File: src/rtl/ir_queue_if.sv
// rtl/ir_queue_if.sv - fetch/consume signal bundle for the instruction-register queue.
// The master side fetches and pops; the slave side is the queue itself.
interface ir_queue_if #(
  parameter int WIDTH = 12,
  parameter int DEPTH = 4
);
  localparam int CW = $clog2(DEPTH + 1);

  logic             ckFetch;
  logic             irqOverride;
  logic [WIDTH-1:0] busData;
  logic             irTake;
  logic             flush;
  logic [WIDTH-1:0] busIR;
  logic             irValid;
  logic             full;
  logic [CW-1:0]    count;
  logic             overflow;
  logic             irqTaken;

  modport master (
    output ckFetch, irqOverride, busData, irTake, flush,
    input  busIR, irValid, full, count, overflow, irqTaken
  );

  modport slave (
    input  ckFetch, irqOverride, busData, irTake, flush,
    output busIR, irValid, full, count, overflow, irqTaken
  );
endinterface

File: src/rtl/ir_queue.sv
// rtl/ir_queue.sv - instruction-register FIFO fed on ckFetch rising edges.
// Pushes while full are dropped (sticky overflow) unless a pop frees the slot that cycle.
module ir_queue #(
  parameter int               WIDTH         = 12,
  parameter int               DEPTH         = 4,
  parameter logic [WIDTH-1:0] OVERRIDE_WORD = WIDTH'(12'o4000)
) (
  input logic         CLK,
  input logic         RESET,
  ir_queue_if.slave   bus
);
  localparam int PW = $clog2(DEPTH);
  localparam int CW = $clog2(DEPTH + 1);

  logic [WIDTH-1:0] mem_q [DEPTH];
  logic [PW-1:0]    wr_ptr_q, wr_ptr_d;
  logic [PW-1:0]    rd_ptr_q, rd_ptr_d;
  logic [CW-1:0]    count_q, count_d;
  logic             last_ck_q;
  logic             overflow_q, overflow_d;
  logic             irq_taken_q, irq_taken_d;

  logic             push, pop, is_full, is_valid, accept;
  logic [WIDTH-1:0] push_word;

  assign is_valid  = (count_q != '0);
  assign is_full   = (count_q == CW'(DEPTH));
  assign push      = bus.ckFetch & ~last_ck_q;
  assign pop       = bus.irTake & is_valid;
  // A pop in the same cycle frees the head slot, so a full queue can still accept.
  assign accept    = push & (~is_full | pop) & ~bus.flush;
  assign push_word = bus.irqOverride ? OVERRIDE_WORD : bus.busData;

  always_comb begin
    wr_ptr_d    = wr_ptr_q;
    rd_ptr_d    = rd_ptr_q;
    count_d     = count_q;
    overflow_d  = overflow_q;
    irq_taken_d = 1'b0;
    if (bus.flush) begin
      wr_ptr_d   = '0;
      rd_ptr_d   = '0;
      count_d    = '0;
      overflow_d = 1'b0;
    end else begin
      if (accept) begin
        wr_ptr_d    = wr_ptr_q + PW'(1);
        irq_taken_d = bus.irqOverride;
      end
      if (pop) begin
        rd_ptr_d = rd_ptr_q + PW'(1);
      end
      if (accept && !pop) begin
        count_d = count_q + CW'(1);
      end else if (pop && !accept) begin
        count_d = count_q - CW'(1);
      end
      if (push && !accept) begin
        overflow_d = 1'b1;
      end
    end
  end

  always_ff @(posedge CLK or negedge RESET) begin
    if (!RESET) begin
      wr_ptr_q    <= '0;
      rd_ptr_q    <= '0;
      count_q     <= '0;
      last_ck_q   <= 1'b0;
      overflow_q  <= 1'b0;
      irq_taken_q <= 1'b0;
    end else begin
      wr_ptr_q    <= wr_ptr_d;
      rd_ptr_q    <= rd_ptr_d;
      count_q     <= count_d;
      last_ck_q   <= bus.ckFetch;
      overflow_q  <= overflow_d;
      irq_taken_q <= irq_taken_d;
    end
  end

  always_ff @(posedge CLK) begin
    if (accept) begin
      mem_q[wr_ptr_q] <= push_word;
    end
  end

  assign bus.busIR    = is_valid ? mem_q[rd_ptr_q] : '0;
  assign bus.irValid  = is_valid;
  assign bus.full     = is_full;
  assign bus.count    = count_q;
  assign bus.overflow = overflow_q;
  assign bus.irqTaken = irq_taken_q;
endmodule

File: src/flat_wrapper.sv
// flat-port wrapper written by rule: the top's interface ports become plain ports
module ir_queue_flat 
#(
  parameter int               WIDTH         = 12,
  parameter int               DEPTH         = 4,
  parameter logic [WIDTH-1:0] OVERRIDE_WORD = WIDTH'(12'o4000)
)
  (CLK, RESET, bus_ckFetch, bus_irqOverride, bus_busData, bus_irTake, bus_flush, bus_busIR, bus_irValid, bus_full, bus_count, bus_overflow, bus_irqTaken);
  ir_queue_if #(.WIDTH(WIDTH), .DEPTH(DEPTH)) bus_i ();
  input logic CLK;
  input logic RESET;
  input wire logic [$bits(bus_i.ckFetch)-1:0] bus_ckFetch;
  input wire logic [$bits(bus_i.irqOverride)-1:0] bus_irqOverride;
  input wire logic [$bits(bus_i.busData)-1:0] bus_busData;
  input wire logic [$bits(bus_i.irTake)-1:0] bus_irTake;
  input wire logic [$bits(bus_i.flush)-1:0] bus_flush;
  output wire logic [$bits(bus_i.busIR)-1:0] bus_busIR;
  output wire logic [$bits(bus_i.irValid)-1:0] bus_irValid;
  output wire logic [$bits(bus_i.full)-1:0] bus_full;
  output wire logic [$bits(bus_i.count)-1:0] bus_count;
  output wire logic [$bits(bus_i.overflow)-1:0] bus_overflow;
  output wire logic [$bits(bus_i.irqTaken)-1:0] bus_irqTaken;
  assign bus_i.ckFetch = bus_ckFetch;
  assign bus_i.irqOverride = bus_irqOverride;
  assign bus_i.busData = bus_busData;
  assign bus_i.irTake = bus_irTake;
  assign bus_i.flush = bus_flush;
  assign bus_busIR = bus_i.busIR;
  assign bus_irValid = bus_i.irValid;
  assign bus_full = bus_i.full;
  assign bus_count = bus_i.count;
  assign bus_overflow = bus_i.overflow;
  assign bus_irqTaken = bus_i.irqTaken;
  ir_queue #(.WIDTH(WIDTH), .DEPTH(DEPTH), .OVERRIDE_WORD(OVERRIDE_WORD)) u_core (.CLK(CLK), .RESET(RESET), .bus(bus_i));
endmodule
File: config.mk
export PLATFORM = sky130hd
export DESIGN_NAME = ir_queue_flat
export DESIGN_NICKNAME = d
export VERILOG_FILES = /design/src/rtl/ir_queue_if.sv /design/src/rtl/ir_queue.sv /design/src/flat_wrapper.sv
export SDC_FILE = /design/constraint.sdc
export NUM_CORES = 1
export LEC_CHECK = 0
export CORE_AREA = 2 2 72 74
export CTS_CLUSTER_DIAMETER = 100
export CTS_CLUSTER_SIZE = 25
export DETAILED_ROUTE_END_ITERATION = 10
export DIE_AREA = 0 0 74 76
export PLACE_DENSITY = 0.81
export SLEW_MARGIN = 15
export SYNTH_ARGS = -nofsm -noshare
export SYNTH_HDL_FRONTEND = slang
export SYNTH_SLANG_ARGS = --single-unit
File: constraint.sdc
create_clock -name CLK -period 4.6 [get_ports CLK]
set_input_delay 0.92 -clock CLK [delete_from_list [all_inputs] [get_ports CLK]]
set_output_delay 0.92 -clock CLK [all_outputs]
set_load 0.005 [all_outputs]
### Word level (Yosys, flattened, before mapping)

Memory sizes are Yosys's and may differ from the RTL's.
Index checks and enable logic that the tools add are counted.

| cells by class | value |
|---|---|
| add/subtract/negate cells | 4 |
| eq/ne operators | 1 |
| multiplexer cells | 15 |
| bitwise operators | 8 |
| reduce and logical (&&, ||, !) cells | 10 |

Operator list:

| kind | count |
|---|---|
| $mux W12 | 2 |
| $mux W3 | 3 |
| $mux W2 | 4 |
| $mux W1 | 6 |
| $reduce_bool A2 Y1 | 3 |
| $reduce_bool A3 Y1 | 2 |
| $add A2 B1 Y2 const B | 2 |
| $and A1 B1 Y1 | 4 |
| $add A3 B1 Y3 const B | 1 |
| $eq A3 B3 Y1 const B | 1 |
| $logic_and A1 B1 Y1 | 3 |
| $not A1 Y1 | 3 |
| $sub A3 B1 Y3 const B | 1 |
| $logic_not A1 Y1 | 2 |
| $or A1 B1 Y1 | 1 |

| word-level totals | value |
|---|---|
| flip-flop bits (word level) | 10 |
| memory bits (writable) | 48 |
| input bits | 18 |
| output and inout port bits | 19 |
| memories | 1 |

Memories:

| name | depth | width | read ports | clocked after Yosys merged registers in | write ports | line | RTL |
|---|---|---|---|---|---|---|---|
| u_core.mem_q | 4 | 12 | 1 | 0 | 1 | ir_queue.sv:15 | `logic [WIDTH-1:0] mem_q [DEPTH];` |

### Logic depth before layout (Yosys ltp)

Gate-level depths: netlist (run 1).

| logic depth | value |
|---|---|
| depth in word-level cells | 10 |
| mapped depth | 9 |
| gate-level depth less buffers | 8 |

### Worst setup path before layout (run 1)

OpenSTA, ideal clock, no wires.

| path | value |
|---|---|
| path type | in2reg |
| start point | input port bus_irTake |
| end point | register u_core.count_q[2], in the netlist u_core.bus.count[2] |
| library setup time | 136 ps |
| arrival | 2,646 ps |
| data required time | 4,464 ps |
| path slack | 1,818 ps |
| cell stages on the path | 9 |
| buffers on the path | 1 |
| path through | buf_2 > inv_1 > a31oi_1 > and2b_1 > and2_1 > fa_1 > or3_1 > a32oi_1 > a21oi_1 |

| between the ends | value |
|---|---|
| word-level cells in the longest chain between the ends | 7 |
| elaborated cells between the ends (all ways) | 11 |
| classes of those cells | mux (2); bitwise (4); reduce/logical (5) |

RTL lines:

| what | line | RTL |
|---|---|---|
| start: declaration | flat_wrapper.sv:15 | `input wire logic [$bits(bus_i.irTake)-1:0] bus_irTake;` |
| $and A1 B1 Y1 * | ir_queue.sv:29 | `assign pop = bus.irTake & is_valid;` |
| $or A1 B1 Y1 | ir_queue.sv:31 | `assign accept = push & (~is_full \| pop) & ~bus.flush;` |
| $and A1 B1 Y1 (2 in series) | ir_queue.sv:31 |  |
| $logic_and A1 B1 Y1 / $logic_not A1 Y1 (equally long branches) | ir_queue.sv:53, ir_queue.sv:55 |  |
| $mux W3 / $logic_and A1 B1 Y1 (equally long branches) | ir_queue.sv:53, ir_queue.sv:55 |  |
| $mux W3 / $reduce_bool A3 Y1 (equally long branches) | - |  |
| end signal: assignment | ir_queue.sv:75 | `count_q <= count_d;` |
| end: declaration | ir_queue.sv:18 | `logic [CW-1:0] count_q, count_d;` |

Every way passes the cells marked *; elsewhere a longest branch is shown, timed or not.
A chain may end at the register's enable or synchronous reset.

### Worst setup path after layout (run 1)

| path | value |
|---|---|
| start point | register u_core.rd_ptr_q[0] |
| end point | output port bus_busIR[11] |

| between the ends | value |
|---|---|
| word-level cells in the longest chain between the ends | 2 |

RTL lines:

| what | line | RTL |
|---|---|---|
| start: declaration | ir_queue.sv:17 | `logic [PW-1:0] rd_ptr_q, rd_ptr_d;` |
| start signal: assignment | ir_queue.sv:74 | `rd_ptr_q <= rd_ptr_d;` |
| $mem_v2 Z4 W12 | - |  |
| $mux W12 | ir_queue.sv:88 | `assign bus.busIR = is_valid ? mem_q[rd_ptr_q] : '0;` |
| end: declaration | flat_wrapper.sv:17 | `output wire logic [$bits(bus_i.busIR)-1:0] bus_busIR;` |

Every way passes these cells.

==> out/summary.md, run 1 <==
The run finished with clean final reports. The summed instance area of the synthesized netlist was 0.00254 mm2; the detailed-placement wirelength estimate was 2.95 mm. The number of global-route vias before repair was 1474; the final setup TNS was 0 ps. The final-report hold violation count came out at 0.

After clock tree synthesis, the repair step resized 0 gates. The sequential cell fraction of total power was 0.449; the DRC marker count from the first detailed-route iteration was 104. The highest fanout seen on the critical path works out to 14. Setup slack on the critical path of the routed design comes to 1210 ps. The async set-or-reset flop fraction in the synthesized netlist is 0.172, and the effective utilization at floorplan is 0.518. The leakage component of the power is 1.08 nW, and the headroom to the max-slew limit is 0.457.

After global routing the overflow that remains totals 0. The tools report the cell at the root of the clock tree as sky130_fd_sc_hd__clkbuf_8. For the number of slew-limit violations in the final report, the log shows 0. The post-route antenna net violation count was 0; the total routing usage reported by global routing was 0.181. Dividing the detail-routed via count by the number of cells gives 5.09. The kind of end point of the critical path was a primary output. A synthesized cell averages 16.5 um2. The power density normalized to cell area was 468 mW/mm2. The routed design could run at a clock period as short as 3390 ps.

STA classifies the critical path startpoint as a flip-flop. The clock net in this run drives a total of 58 sinks. Post-cts hold buffer count: 0. The wire length per cell after detailed routing was 16.6 um; the number of ports placed on the die boundary was 37.

The most common flop cell mapped by yosys is sky130_fd_sc_hd__edfxtp_1. Portion of the clock cycle consumed by the worst path in the final layout: 0.737. The most common library cell in the layout ignoring fill and taps is sky130_fd_sc_hd__edfxtp_1. The combinational share of power is 0.292. At the worst endpoint, the arrival time is 2470 ps. For the worst setup path, the data required time is 3680 ps. TritonCTS built the clock tree. Library cell with the largest summed area after synthesis: sky130_fd_sc_hd__edfxtp_1. Setup violations remaining at the end of the flow were counted as 0.

The first global-routing pass estimated 7.12 mm of wire. The proportion of layout cells with a drive suffix above 1 was 0.106; the slew at the pin closest to its max-slew limit was 814 ps. The top cell types in the final layout, fill and taps aside, are sky130_fd_sc_hd__edfxtp_1, sky130_fd_sc_hd__clkdlybuf4s50_1, sky130_fd_sc_hd__and2_1.

Part of the total power dissipated in the clock network: 0.259. The number of enable-type register cells in the synthesized netlist was 48. The run gives 2 as the maximum clock insertion buffer count. For the total power of the final layout, the log shows 1.44 mW. The count of state elements after synthesis was 58.

The number of antenna diodes in the final layout is 0. The internal power of the cells totals 1.06 mW. The final design utilization was 0.627. The core region is 0.00491 mm2. In this run the vertical extent of the chip is 76 um.

The sequential-to-total area share from yosys stat is 0.665. The number of clock buffers added by TritonCTS is 9. The initial antenna violation count is 0, and the share of the synthesized area in the top cell type is 0.567.

The tools report the CTS H-tree depth as 3. Synthesis instantiated 32 different standard cells from the library. Critical path start-end classification: flip-flop to primary output.

The logs give 0 for the post-detailed-route DRC marker count and 0.295 GHz for the highest attainable clock frequency. The die covers 0.00562 mm2. Yosys attributes the largest share of cell area to sky130_fd_sc_hd__edfxtp_1, sky130_fd_sc_hd__dfrtp_1, sky130_fd_sc_hd__mux4_2, sky130_fd_sc_hd__and2_1, sky130_fd_sc_hd__mux4_1. Between clock sinks in the finished design, the worst skew comes to 7.43 ps. Port buffering added 36 buffers. Relative to the synthesized area, the layout overhead comes to 21.1%. The warning count from the yosys run is 0, and the clock-pin transition on the worst setup and hold timing paths is 50 ps. In this run the core area contains 26 standard-cell rows. At the end of routability-driven placement, the weighted congestion stood at 0.781.

For the pin count of the biggest net entering global routing, the log shows 16. The min-delay analysis places its worst path in the category flip-flop to flip-flop. The net count after synthesis came out at 177. Max-cap violations in this run came to 0. The run gives 4.46 mm as the total wirelength of the detailed-routed design. Depth of the worst register-to-register path: 8. The final layout contains 216 nets.

From left edge to right edge, the die measures 74 um. Setup repair after global routing left no endpoint under its margin. Counting instances, the worst hold path has a depth of 2. The largest vdd supply drop is 0.249 mV. The pre-CTS setup slack is 1240 ps, and the via count is 1363. The clock reaches the later pin of the worst-skew pair after 330 ps. In this run the power spent charging and discharging nets is 0.385 mW. The cell count after synthesis came out at 154. Once the clock tree was built, the setup fixing pass inserted 0 buffers. The run gives 4 as the first-pass iteration count of the detailed router. The switching share of power works out to 0.267.
per-layer routing:
layer | wire length, um | track usage
met5 | 0 | 0
met4 | 80 | 0.0764
met3 | 235 | 0.0728
met2 | 2310 | 0.288
met1 | 1830 | 0.214
layout make-up:
type	count	area, um2
fill	354	1830
sequential	58	1690
multi-input combinational	83	769
timing repair buffer	36	360
clock buffer	15	146
tap	70	87.6
inverter	5	18.8
clock inverter	1	5.00
worst max-delay path: stages (launching register included):
cell	delay [ps]
sky130_fd_sc_hd__dfrtp_1	870
sky130_fd_sc_hd__mux4_1	650
sky130_fd_sc_hd__and2_1	170
sky130_fd_sc_hd__clkdlybuf4s50_1	460
cell families after synthesis:
| logic type | Yosys count | share of synthesized area |
|---|---|---|
| AO/OA/AOI/OAI | 9 | 0.0221 |
| XOR/XNOR | 4 | 0.0138 |
| adder cells (fa/ha/maj) | 5 | 0.0275 |
| buffers and inverters | 13 | 0.0325 |
| flip-flops | 58 | 0.665 |
| multiplexers | 15 | 0.124 |
| AND/OR/NAND/NOR | 50 | 0.115 |
sequential cells by signal, indices dropped and copies added (netlist names):
register,count
u_core.mem_q,48
u_core.bus.count,3
u_core.rd_ptr_q,2
u_core.wr_ptr_q,2
u_core.bus.irqTaken,1
u_core.bus.overflow,1
u_core.last_ck_q,1
cell usage after synthesis (all sizes together), types with 2 or more instances:
master,n
buf,6
dfrtp,10
mux4,12
clkbuf,2
or3,2
xor2,3
nor2b,11
a21oi,4
and2,19
nor2,10
mux2i,2
nand3,2
inv,5
edfxtp,48
ha,4
nand2,2
power by group through the flow:
stage / Sequential (mW) / Clock, mW / Combinational (mW)
after floorplan: 0.623 / 0 / 0.272
after global placement: 0.657 / 0 / 0.413
after detailed placement: 0.658 / 0 / 0.426
after CTS: 0.648 / 0.383 / 0.426
after global routing: 0.655 / 0.407 / 0.464
final: 0.647 / 0.373 / 0.420
stage by stage:
step	hold WS (ps)	area [um2]	std cells
after floorplan	486	2540	154
after global placement	494	2930	252
after global routing	556	3080	268
after detailed placement	488	2930	252
final	494	3080	268
after CTS	500	3080	268
path summary, 6_finish.rpt:
check | to | slack (ps) | from
max in group asynchronous | u_core.bus.count[2] | 3360 | RESET
setup reg to reg | u_core.bus.count[2] | 2000 | u_core.bus.count[0]
hold reg to reg | u_core.bus.overflow | 490 | u_core.bus.overflow
hold / removal | u_core.bus.overflow | 490 | u_core.bus.overflow
setup / recovery | bus_busIR[11] | 1210 | u_core.rd_ptr_q[0]
min in group asynchronous | u_core.bus.irqTaken | 910 | RESET
Note: power is estimated with default switching activity, not from simulation.
==> run 2: changes to the inputs <==
- CORE_AREA: 2 2 72 74 -> 2 2 73 75
- DIE_AREA: 0 0 74 76 -> 0 0 75 77
- PLACE_DENSITY: 0.81 -> 0.79
- clock period: 4.6 -> 3.4 ns (I/O delays scaled with it)
==> run 2 against run 1 <==
Combinational power is 42% higher; sequential share of layout area shrank 0.42 points; worst hold slack better by 15 ps; sequential power increased by 32%; clock power rose by 34%; core utilization shrank 0.34 points; non-clock buffer count is 3 higher; global-route usage is 1.0 points lower; flip-flop and latch count is the same; first-iteration DRC count increased by 13%; largest cell class unchanged.
==> out/summary.md, run 2 (same netlist as run 1, synthesis figures left out) <==
The run finished with clean final reports. The highest fanout seen on the critical path was 8 (was 14); the number of port buffers was 36 (unchanged). The sink count of the clock tree was 58 (unchanged); the antenna diode count was 0 (unchanged). The critical path start-end classification was flip-flop to primary output (unchanged). The logs give 1393 (was 1363) for the via count and 4 (unchanged) for the first-pass iteration count of the detailed router.

The y dimension of the die was 77 um (was 76 um). The tools report the cell at the root of the clock tree as sky130_fd_sc_hd__clkbuf_8 (unchanged). The register ranked first by flip-flop count is u_core.mem_q (unchanged). The logs give 2.95 mm (about the same) for the detailed-placement wirelength estimate and 16 (unchanged) for the pin count of the biggest net entering global routing.

The run gives 0.00169 mm2 (unchanged) as the storage element area. Kind of end point of the critical path: a primary output (unchanged). The filler cell count in the final layout came out at 362 (was 354). The setup slack after layout is 378 ps (was 1210 ps). The launching point of the worst reg2reg path was u_core.bus.count[0] (unchanged). The logs give 1.43 mW (was 1.06 mW) for the internal portion of total power and 0.526 mW (was 0.385 mW) for the switching power. The number of vias per cell after detailed routing was 5.14 (was 5.09); the initial antenna violation count was 0 (unchanged). The switching share of power was 0.269 (was 0.267); the CTS H-tree depth was 3 (unchanged). The logs give 0.00578 mm2 (was 0.00562 mm2) for the die area and 219 (was 216) for the final-stage net count. The total routing usage reported by global routing was 0.170 (was 0.181). The run gives 5.91 ps (was 7.43 ps) as the clock skew. The logs give 37 (unchanged) for the number of ports placed on the die boundary and 2 (unchanged) for the maximum clock insertion buffer count. The proportion of layout cells with a drive suffix above 1 was 0.124 (was 0.106). Commonest non-fill, non-tap cells in the layout: sky130_fd_sc_hd__edfxtp_1, sky130_fd_sc_hd__clkdlybuf4s50_1, sky130_fd_sc_hd__and2_1 (unchanged).

The total power of the final layout was 1.95 mW (was 1.44 mW); the headroom to the max-slew limit was 0.556 (was 0.457). Highest-utilization routing layer at the global route stage: met2 (unchanged). The number of slew-limit violations in the final report came out at 0 (unchanged).

The total wirelength of the detailed-routed design is 4.42 mm (was 4.46 mm), and the power density normalized to cell area is 629 mW/mm2 (was 468 mW/mm2). Number of global-route vias before repair: 1430 (was 1474). The most common library cell in the layout ignoring fill and taps was sky130_fd_sc_hd__edfxtp_1 (unchanged).

The number of cells after detailed placement is 255 (was 252), and the area of placed instances is 0.00295 mm2 (was 0.00293 mm2). The highest attainable clock frequency was 0.331 GHz. The overflow left after global routing came out at 0 (unchanged). The post-route antenna net violation count came out at 0 (unchanged). The critical path required time is 2720 ps (was 3680 ps), and the cell count of the worst hold path is 2 (unchanged). The layout overhead on the synthesized area works out to 22.0% (was 21.1%). The fraction of met1 tracks used by global routing was 0.209 (was 0.214).

Setup repair after global routing left no endpoint under its margin. DRC marker count from the first detailed-route iteration: 117 (was 104). The launch point of the worst path was u_core.rd_ptr_q[0] (unchanged). Final setup TNS: 0 ps (unchanged). The depth of the worst register-to-register path works out to 8 (unchanged).

The placeable core region was 0.00498 mm2 (was 0.00491 mm2). The largest vdd supply drop is 0.307 mV (was 0.249 mV). The combinational share of power is 0.306 (was 0.292), and the clock-pin transition on the worst setup and hold timing paths is 60 ps (was 50 ps). The logs give 0.277 (was 0.288) for the met2 track utilization from global routing and 0 (unchanged) for the count of max-cap constraint violations. The count of standard-cell rows is 26 (unchanged). The worst min-delay path class was flip-flop to flip-flop (unchanged).

The critical path startpoint category was a flip-flop (unchanged). The run gives 0.511 (was 0.518) as the effective utilization at floorplan. For the part of the total power dissipated in the clock network, the log shows 0.256 (was 0.259). The width of the chip is 75 um (was 74 um). Startpoint of the lowest-slack hold path: u_core.bus.overflow (unchanged).

The tools report the pre-CTS setup slack as 360 ps (was 1240 ps). The tools report the clock latency reported for the late side of the worst-skew pair as 320 ps (was 330 ps). The wire length per cell after detailed routing came out at 16.3 um (was 16.6 um).

The worst hold slack was 509 ps (was 494 ps); the final-report hold violation count was 0 (unchanged). The post-cts hold buffer count is 0 (unchanged), and the clock period minus final worst setup slack is 3020 ps. The sequential cell fraction of total power was 0.439 (was 0.449); the post-detailed-route DRC marker count was 0 (unchanged). The routability congestion estimate was 0.750 (was 0.781); the final design utilization was 0.623 (was 0.627). Final standard cell area without fillers: 0.00310 mm2 (was 0.00308 mm2). The run gives 1.10 nW (was 1.08 nW) as the leakage component of the power. The slew at the pin closest to its max-slew limit is 666 ps (was 814 ps), and the post-CTS setup buffer count is 0 (unchanged).

The run gives 0.0420 (was 0.0728) as the met3 layer usage reported by global route. For the arrival time of the worst setup path, the log shows 2340 ps (was 2470 ps). TritonCTS built the clock tree. The number of flip-flops in the largest register was 48 (unchanged). Area of the multi-input gates: 769 um2 (unchanged). The portion of the clock cycle consumed by the worst path in the final layout was 0.889. The run gives 0 (unchanged) as the post-cts sizing count. The run gives 0 (unchanged) as the setup violation total in the final timing report. For the global-route wire length before repair, the log shows 7.06 mm (was 7.12 mm).

The number of standard cells in the layout, taps in and fillers out was 271 (was 268); the number of clock buffers inserted by TritonCTS was 9 (unchanged).
-- run 2: cell type report --
type | instances | area share
flip-flops and latches | 58 | 0.545
multi-input cells | 83 | 0.248
repair buffers | 39 | 0.123
clock buffers | 11 | 0.0423
well taps | 70 | 0.0282
clock inverters | 5 | 0.00685
inverters | 5 | 0.00605
-- run 2: routing by layer --
metal / vias to the layer above / routed length [um]
met1: 685 / 1810
met4: 0 / 50
li1: 655 / -
met5: - / 0
met3: 9 / 184
met2: 44 / 2380
-- run 2: path summary, 6_finish.rpt --
path,endpoint,slack (ps)
max,bus_busIR[2],380
min,u_core.bus.overflow,510
max reg2reg,u_core.bus.count[2],770
min reg2reg,u_core.bus.overflow,510
max in group asynchronous,u_core.wr_ptr_q[0],2400
min in group asynchronous,u_core.bus.count[1],680
-- run 2: power by group through the flow --
| stage | Combinational (mW) | Clock (mW) | Sequential [mW] |
|---|---|---|---|
| 2_1_floorplan | 0.369 | 0 | 0.843 |
| 3_3_place_gp | 0.589 | 0 | 0.869 |
| 3_5_place_dp | 0.606 | 0 | 0.870 |
| 4_1_cts | 0.608 | 0.507 | 0.856 |
| 5_1_grt | 0.659 | 0.539 | 0.862 |
| 6_report | 0.597 | 0.499 | 0.857 |
-- run 2: worst max-delay path, stage by stage, from the launching register on --
cell,delay (ps)
sky130_fd_sc_hd__dfrtp_1,580
sky130_fd_sc_hd__buf_4,270
sky130_fd_sc_hd__mux4_1,570
sky130_fd_sc_hd__and2_1,170
sky130_fd_sc_hd__clkdlybuf4s50_1,430
